## config.mk

```make
export PLATFORM = sky130hd
export DESIGN_NAME = pixel_packer
export DESIGN_NICKNAME = d
export VERILOG_FILES = /design/src/rtl/pixel_pkg.sv /design/src/rtl/pixel_skid_buf.sv /design/src/rtl/pixel_packer.sv
export SDC_FILE = /design/constraint.sdc
export NUM_CORES = 1
export LEC_CHECK = 0
export ABC_AREA = 1
export CORE_MARGIN = 5
export CORE_UTILIZATION = 45
export DETAILED_ROUTE_END_ITERATION = 7
export HOLD_SLACK_MARGIN = 0.1
export MAX_ROUTING_LAYER = met4
export PLACE_DENSITY_LB_ADDON = 0.15
export SLEW_MARGIN = 10
export SYNTH_ARGS = -nofsm -noshare
export SYNTH_HDL_FRONTEND = slang
export SYNTH_SLANG_ARGS = --single-unit
```

## constraint.sdc

```tcl
create_clock -name clk -period 3.9 [get_ports clk]
set_input_delay 0.78 -clock clk [delete_from_list [all_inputs] [get_ports clk]]
set_output_delay 0.78 -clock clk [all_outputs]
set_load 0.01 [all_outputs]
```

## src/rtl/pixel_pkg.sv

```systemverilog
// Shared types for the pixel packer and its output buffer.
//   state_e     : packer FSM states
//   rgb565_t    : one RGB565 pixel
//   buf_entry_t : one output-buffer entry {word, sof, eof}
package pixel_pkg;

  localparam int unsigned PIX_PER_WORD = 4;

  typedef enum logic [1:0] {
    S_SYNC,
    S_PACK,
    S_FLUSH
  } state_e;

  typedef logic [15:0] rgb565_t;

  typedef struct packed {
    logic [63:0] word;
    logic        sof;
    logic        eof;
  } buf_entry_t;

endpackage

```

## src/rtl/pixel_skid_buf.sv

```systemverilog
// Two-entry valid/ready FIFO for buf_entry_t words.
// Ports:
//   clk, rst_n   : clock, synchronous active-low reset
//   i_push       : write i_entry this cycle
//   i_entry      : entry to write
//   o_valid      : buffer not empty; o_head is the oldest entry
//   i_ready      : consumer takes o_head when o_valid && i_ready
//   o_head       : oldest entry
//   o_full       : both entries occupied
//   o_drop       : pulse, a push was discarded because the buffer was full
module pixel_skid_buf
  import pixel_pkg::*;
(
  input  logic       clk,
  input  logic       rst_n,
  input  logic       i_push,
  input  buf_entry_t i_entry,
  output logic       o_valid,
  input  logic       i_ready,
  output buf_entry_t o_head,
  output logic       o_full,
  output logic       o_drop
);

  buf_entry_t r_mem [2];
  logic       r_rd;
  logic       r_wr;
  logic [1:0] r_cnt;

  logic w_pop;
  logic w_push_ok;

  assign o_valid   = (r_cnt != 2'd0);
  assign o_full    = (r_cnt == 2'd2);
  assign o_head    = r_mem[r_rd];
  assign w_pop     = o_valid && i_ready;
  // A pop in the same cycle frees a slot, so a push into a full buffer still lands.
  assign w_push_ok = i_push && (!o_full || w_pop);
  assign o_drop    = i_push && o_full && !w_pop;

  always_ff @(posedge clk) begin
    if (!rst_n) begin
      r_mem[0] <= '0;
      r_mem[1] <= '0;
      r_rd     <= 1'b0;
      r_wr     <= 1'b0;
      r_cnt    <= 2'd0;
    end else begin
      if (w_push_ok) begin
        r_mem[r_wr] <= i_entry;
        r_wr        <= ~r_wr;
      end
      if (w_pop) begin
        r_rd <= ~r_rd;
      end
      case ({w_push_ok, w_pop})
        2'b10:   r_cnt <= r_cnt + 2'd1;
        2'b01:   r_cnt <= r_cnt - 2'd1;
        default: r_cnt <= r_cnt;
      endcase
    end
  end

endmodule

```

## src/rtl/pixel_packer.sv

```systemverilog
// Packs four RGB565 pixels into one 64-bit word (pixel0 in [15:0]) tagged with
// start/end-of-frame markers, and presents it through a two-entry buffer.
// Ports:
//   clk, rst_n          : pixel clock, synchronous active-low reset
//   i_pixel_data/valid  : pixel stream from the mixer
//   i_frame_done        : one-cycle end-of-frame strobe
//   o_word/o_word_valid : packed word out, taken when i_word_ready is high
//   o_sof/o_eof         : first/last word of frame, qualify o_word
//   o_overflow          : sticky, a completed word or flush pixel was dropped
//   o_frame_err         : sticky, frame ended at the wrong word count
// Optional build macro PIXEL_PACKER_STATS_EN adds:
//   o_frame_cnt         : eof words consumed, wrapping
//   o_drop_cnt          : words dropped by the buffer, saturating
module pixel_packer
  import pixel_pkg::*;
#(
  parameter int unsigned H_ACTIVE = 640,
  parameter int unsigned V_ACTIVE = 480
) (
  input  logic        clk,
  input  logic        rst_n,
  input  logic [15:0] i_pixel_data,
  input  logic        i_pixel_valid,
  input  logic        i_frame_done,
  output logic [63:0] o_word,
  output logic        o_word_valid,
  input  logic        i_word_ready,
  output logic        o_sof,
  output logic        o_eof,
  output logic        o_overflow,
  output logic        o_frame_err
`ifdef PIXEL_PACKER_STATS_EN
  ,
  output logic [15:0] o_frame_cnt,
  output logic [15:0] o_drop_cnt
`endif
);

  localparam int unsigned WORDS_PER_FRAME = H_ACTIVE * V_ACTIVE / PIX_PER_WORD;
  localparam int unsigned WCNT_W          = $clog2(WORDS_PER_FRAME + 1);
  localparam logic [WCNT_W-1:0] LastWord  = WCNT_W'(WORDS_PER_FRAME - 1);

  state_e            r_state;
  logic [1:0]        r_lane;
  logic [WCNT_W-1:0] r_wcnt;
  rgb565_t           r_pix [PIX_PER_WORD];
  // Set once the frame's last word is packed; pixels after it are excess.
  logic              r_frame_full;
  // Staging register: the completed word enters the buffer one edge later.
  buf_entry_t        r_stg;
  logic              r_stg_vld;
  logic              r_overflow;
  logic              r_frame_err;

  logic              w_pix_take;
  logic              w_word_done;
  logic [1:0]        w_lane_post;
  logic [WCNT_W-1:0] w_wcnt_post;
  logic              w_full_post;
  logic [63:0]       w_flush_word;
  logic              w_pop;
  logic              w_buf_full;
  logic              w_buf_room;
  logic              w_drop;
  buf_entry_t        w_head;

  assign w_pix_take  = (r_state == S_PACK) && i_pixel_valid && !r_frame_full;
  assign w_word_done = w_pix_take && (r_lane == 2'd3);
  assign w_lane_post = w_pix_take ? r_lane + 2'd1 : r_lane;
  assign w_full_post = r_frame_full || (w_word_done && (r_wcnt == LastWord));
  assign w_pop       = o_word_valid && i_word_ready;
  assign w_buf_room  = !w_buf_full || w_pop;

  always_comb begin
    w_wcnt_post = r_wcnt;
    if (w_word_done) begin
      w_wcnt_post = (r_wcnt == LastWord) ? '0 : r_wcnt + 1'b1;
    end
  end

  // Lanes at or above the current lane are unfilled and padded with zero.
  always_comb begin
    w_flush_word = '0;
    for (int i = 0; i < 3; i++) begin
      if (2'(i) < r_lane) begin
        w_flush_word[16*i +: 16] = r_pix[i];
      end
    end
  end

  always_ff @(posedge clk) begin
    if (!rst_n) begin
      r_state      <= S_SYNC;
      r_lane       <= 2'd0;
      r_wcnt       <= '0;
      for (int i = 0; i < PIX_PER_WORD; i++) r_pix[i] <= '0;
      r_frame_full <= 1'b0;
      r_stg        <= '0;
      r_stg_vld    <= 1'b0;
      r_overflow   <= 1'b0;
      r_frame_err  <= 1'b0;
    end else begin
      r_stg_vld <= 1'b0;
      if (w_drop) r_overflow <= 1'b1;
      case (r_state)
        S_SYNC: begin
          if (i_frame_done) r_state <= S_PACK;
        end
        S_PACK: begin
          if (i_pixel_valid && r_frame_full) r_frame_err <= 1'b1;
          if (w_pix_take) r_pix[r_lane] <= i_pixel_data;
          if (w_word_done) begin
            r_stg.word <= {i_pixel_data, r_pix[2], r_pix[1], r_pix[0]};
            r_stg.sof  <= (r_wcnt == '0);
            r_stg.eof  <= (r_wcnt == LastWord);
            r_stg_vld  <= 1'b1;
          end
          r_lane       <= w_lane_post;
          r_wcnt       <= w_wcnt_post;
          r_frame_full <= w_full_post;
          // frame_done sees the lane/count after this cycle's pixel.
          if (i_frame_done) begin
            r_frame_full <= 1'b0;
            if (w_lane_post != 2'd0) begin
              r_state <= S_FLUSH;
            end else if (w_wcnt_post != '0) begin
              r_frame_err <= 1'b1;
              r_wcnt      <= '0;
            end
          end
        end
        S_FLUSH: begin
          if (i_pixel_valid) r_overflow <= 1'b1;
          // Stage only when the buffer is sure to accept the word next edge.
          if (!r_stg_vld && w_buf_room) begin
            r_stg.word  <= w_flush_word;
            r_stg.sof   <= (r_wcnt == '0);
            r_stg.eof   <= 1'b1;
            r_stg_vld   <= 1'b1;
            r_frame_err <= 1'b1;
            r_lane      <= 2'd0;
            r_wcnt      <= '0;
            r_state     <= S_PACK;
          end
        end
        default: r_state <= S_SYNC;
      endcase
    end
  end

  pixel_skid_buf u_buf (
    .clk     (clk),
    .rst_n   (rst_n),
    .i_push  (r_stg_vld),
    .i_entry (r_stg),
    .o_valid (o_word_valid),
    .i_ready (i_word_ready),
    .o_head  (w_head),
    .o_full  (w_buf_full),
    .o_drop  (w_drop)
  );

  assign o_word      = w_head.word;
  assign o_sof       = w_head.sof;
  assign o_eof       = w_head.eof;
  assign o_overflow  = r_overflow;
  assign o_frame_err = r_frame_err;

`ifdef PIXEL_PACKER_STATS_EN
  logic [15:0] r_frame_cnt;
  logic [15:0] r_drop_cnt;

  always_ff @(posedge clk) begin
    if (!rst_n) begin
      r_frame_cnt <= '0;
      r_drop_cnt  <= '0;
    end else begin
      if (w_pop && w_head.eof) r_frame_cnt <= r_frame_cnt + 16'd1;
      if (w_drop && (r_drop_cnt != 16'hFFFF)) r_drop_cnt <= r_drop_cnt + 16'd1;
    end
  end

  assign o_frame_cnt = r_frame_cnt;
  assign o_drop_cnt  = r_drop_cnt;
`endif

endmodule

```

==> run_results.csv <==
group,metric,value,unit
outcome,outcome,"finished, final reports clean",
global_route,grt_usage,19.1,%
power_and_ir_drop,vdd_ir_drop_max,0.382,mV
timing,worst_slew_pin_slew,0.980,ns
critical_path,cp_max_fo,66,
timing,period_needed,2.98,ns
die,row_count,59,
routing,num_vias,7936,
cts,worstSkewPairLatency,0.55,ns
hold_path,hold_class,"flop to flop",
timing,fin_hold_ws,0.446,ns
global_route,grt_pass1_vias,8055,
layout,layout_common_cells,"217 x nor2_1, 180 x edfxtp_1, 129 x inv_1, 129 x nand2_1, 108 x a21oi_1",
layout,fill_cells,2293,
routing,drt_iter0_drc,629,
hold_path,holdPathStages,1,
die,start_util,45.3,%
yosys,netlist_area,0.0117,mm2
layout,final_common_cell,"nor2_1",
cts,cts_setup_buffers,0,
layout,n_antenna_cell,0,
critical_path,cp-start-kind,"flop",
power_and_ir_drop,p_per_area,584,mW/mm2
timing,tns,0,ns
place,numPortBuffers,89,
layout,final_layout_size_suffix_gt1_share,12.0,%
yosys,netlist_instances,1137,
timing,slew_viol_final,0,
timing,hold_viol,0,
place,dp_hpwl,16800,um
timing,setup_viol,0,
run,drv_cap,0,
layout,regArea,0.00733,mm2
die,die-height,171,um
critical_path,ff2ff_path_depth,9,
die,io_pins,90,
cts,post_cts_resized,0,
yosys,ys_seq_area_share,62.6,%
routing,firstDrtPassIters,5,
yosys,synth_cell_types,35,
yosys,yosys_warnings,0,
cts,clock_path_buffers,3,
die,die_w,171,um
power_and_ir_drop,p_leak,5.16,nW
layout,synthToLayoutAreaGrowth,19.2,%
layout,multiInputGateArea,0.00362,mm2
critical_path,cp.arrival,2.20,ns
yosys,synth-seq-cells,276,
routing,wl_per_cell,16.9,um
cts,htree_levels,1,
routing,postRouteAntennaNets,0,
critical_path,crit_required,3.12,ns
global_route,grt_pass1_wl,43400,um
layout,finish.net_count,1244,
timing,fin_crit_sh,76.4,%
die,die-area,0.0293,mm2
cts,cts_buffers,29,
place,gp_congestion,0.880,
cts,postCtsHoldBufs,0,
cts,root_buffer,"clkbuf_16",
yosys,postSynthAreaPerCell,10.3,um2
routing,vias_per_cell,5.05,
critical_path,crit_path_end_kind,"primary output",
timing,final.setup_skew,0.0109,ns
timing,grt_setup_unrepaired,"false",
cts,cts_sinks,276,
die,core_area,0.0258,mm2
global_route,grt_antenna_before_repair,0,
global_route,grt-ovfl-total,0,
cts,clkSlewWorstSetupHoldPaths,0.06,ns
timing,max_freq,0.336,GHz
routing,drc,0,
routing,drt-total-wl,26500,um
cts,cts_tree,"yes",
critical_path,path_class,"flop to primary output",
timing,slew_headroom,34.7,%
yosys,syn_nets,1168,
global_route,grt_start_max_net_pins,113,
## cells in the mapped netlist
cell type  count  area (um2)
o21ai_0       14        70.1
a21oi_1      108         541
nand2_1      132         495
nor3_2         1        10.0
xnor2_1        1        8.76
a31oi_1        1        6.26
nand4_1        6        37.5
xor2_1         1        8.76
o2111ai_1      6        52.6
clkbuf_1      29         109
clkinv_1       1        3.75
nand2_4        1        11.3
o211ai_1       1        7.51
mux2_2        66         743
nor3_1         4        20.0
o21bai_1       1        7.51
buf_6          1        11.3
a211oi_1      49         368
inv_2          4        15.0
nor2_4         2        22.5
dfxtp_1       96        1920
nand3_1       34         170
ha_1          10         125
buf_1          6        22.5
nor2_2         4        25.0
buf_2         21         105
nor4_1         2        12.5
nand4_2        1        12.5
edfxtp_1     180        5410
o21ai_2        2        17.5
inv_1        130         488
o21a_1         1        7.51
a221oi_1       1        8.76
nor2_1       217         815
buf_4          3        22.5
## metrics by stage
stage / setup WS [ns] / cell area, um2 / std cells / util [%] / total power [mW]
finish: 0.921 / 14000 / 1571 / 54.0 / 8.14
global placement: 0.851 / 12900 / 1517 / 50.0 / 5.27
detailed placement: 0.826 / 12900 / 1517 / 50.0 / 5.29
floorplan: 0.417 / 11700 / 1137 / - / 4.72
CTS: 0.922 / 14000 / 1571 / 54.0 / 8.25
global route: 0.861 / 14000 / 1571 / 54.0 / 8.57
## sequential cells by signal (all words and copies together) (netlist names), named ones only
signal,count
r_stg,66
r_state,2
r_frame_full,1
r_pix,48
r_wcnt,17
r_lane,2
u_buf.r_mem,132
u_buf.r_wr,1
o_overflow,1
u_buf.r_cnt,2
r_stg_vld,1
u_buf.r_rd,1
o_frame_err,1
## path summary, 6_finish.rpt
kind         slack [ns]        from           to
min reg2reg        0.45  u_buf.r_rd         flop
max                0.92        flop   o_word[47]
min                0.45  u_buf.r_rd         flop
max reg2reg        1.45  r_state[1]  r_pix[0][6]
## kinds of logic (layout without fill, tap and decap cells)
group,count (synthesis),after routing,synth area share (%)
compound gates,184,184,9.28
xor+xnor,2,2,0.150
fa+ha+maj,10,10,1.07
buf+inv,195,294,6.64
flops,276,276,62.6
mux,66,66,6.35
simple gates,404,404,13.9
## critical path, stage by stage, from the launching register on
cell and delay [ns]:
dfxtp_2 0.34, buf_12 0.29, mux2_2 0.42, clkdlybuf4s50_1 0.49
## power by group
part	switching (mW)	internal, mW
combinational	1.13	0.607
sequential	0.0818	3.39
clock	1.13	1.81
## per-layer routing
layer	part of all wire, %	vias up	global-route usage [%]	routed length [um]
li1	-	3982	-	-
met1	45	3731	25.4	12000
met2	49	175	31.5	12900
met3	3.8	48	2.53	1020
met4	2.1	0	4.24	563
met5	0	-	-	0
## final cells by class
class / count / area share (%)
tap: 335 / 3.00
multi-input combinational: 666 / 25.9
sequential: 276 / 52.5
timing repair buffer: 105 / 7.51
clock buffer: 35 / 5.51
inverter: 135 / 3.63
clock inverter: 19 / 1.90
No activity file was read; power rests on OpenSTA's default activity.
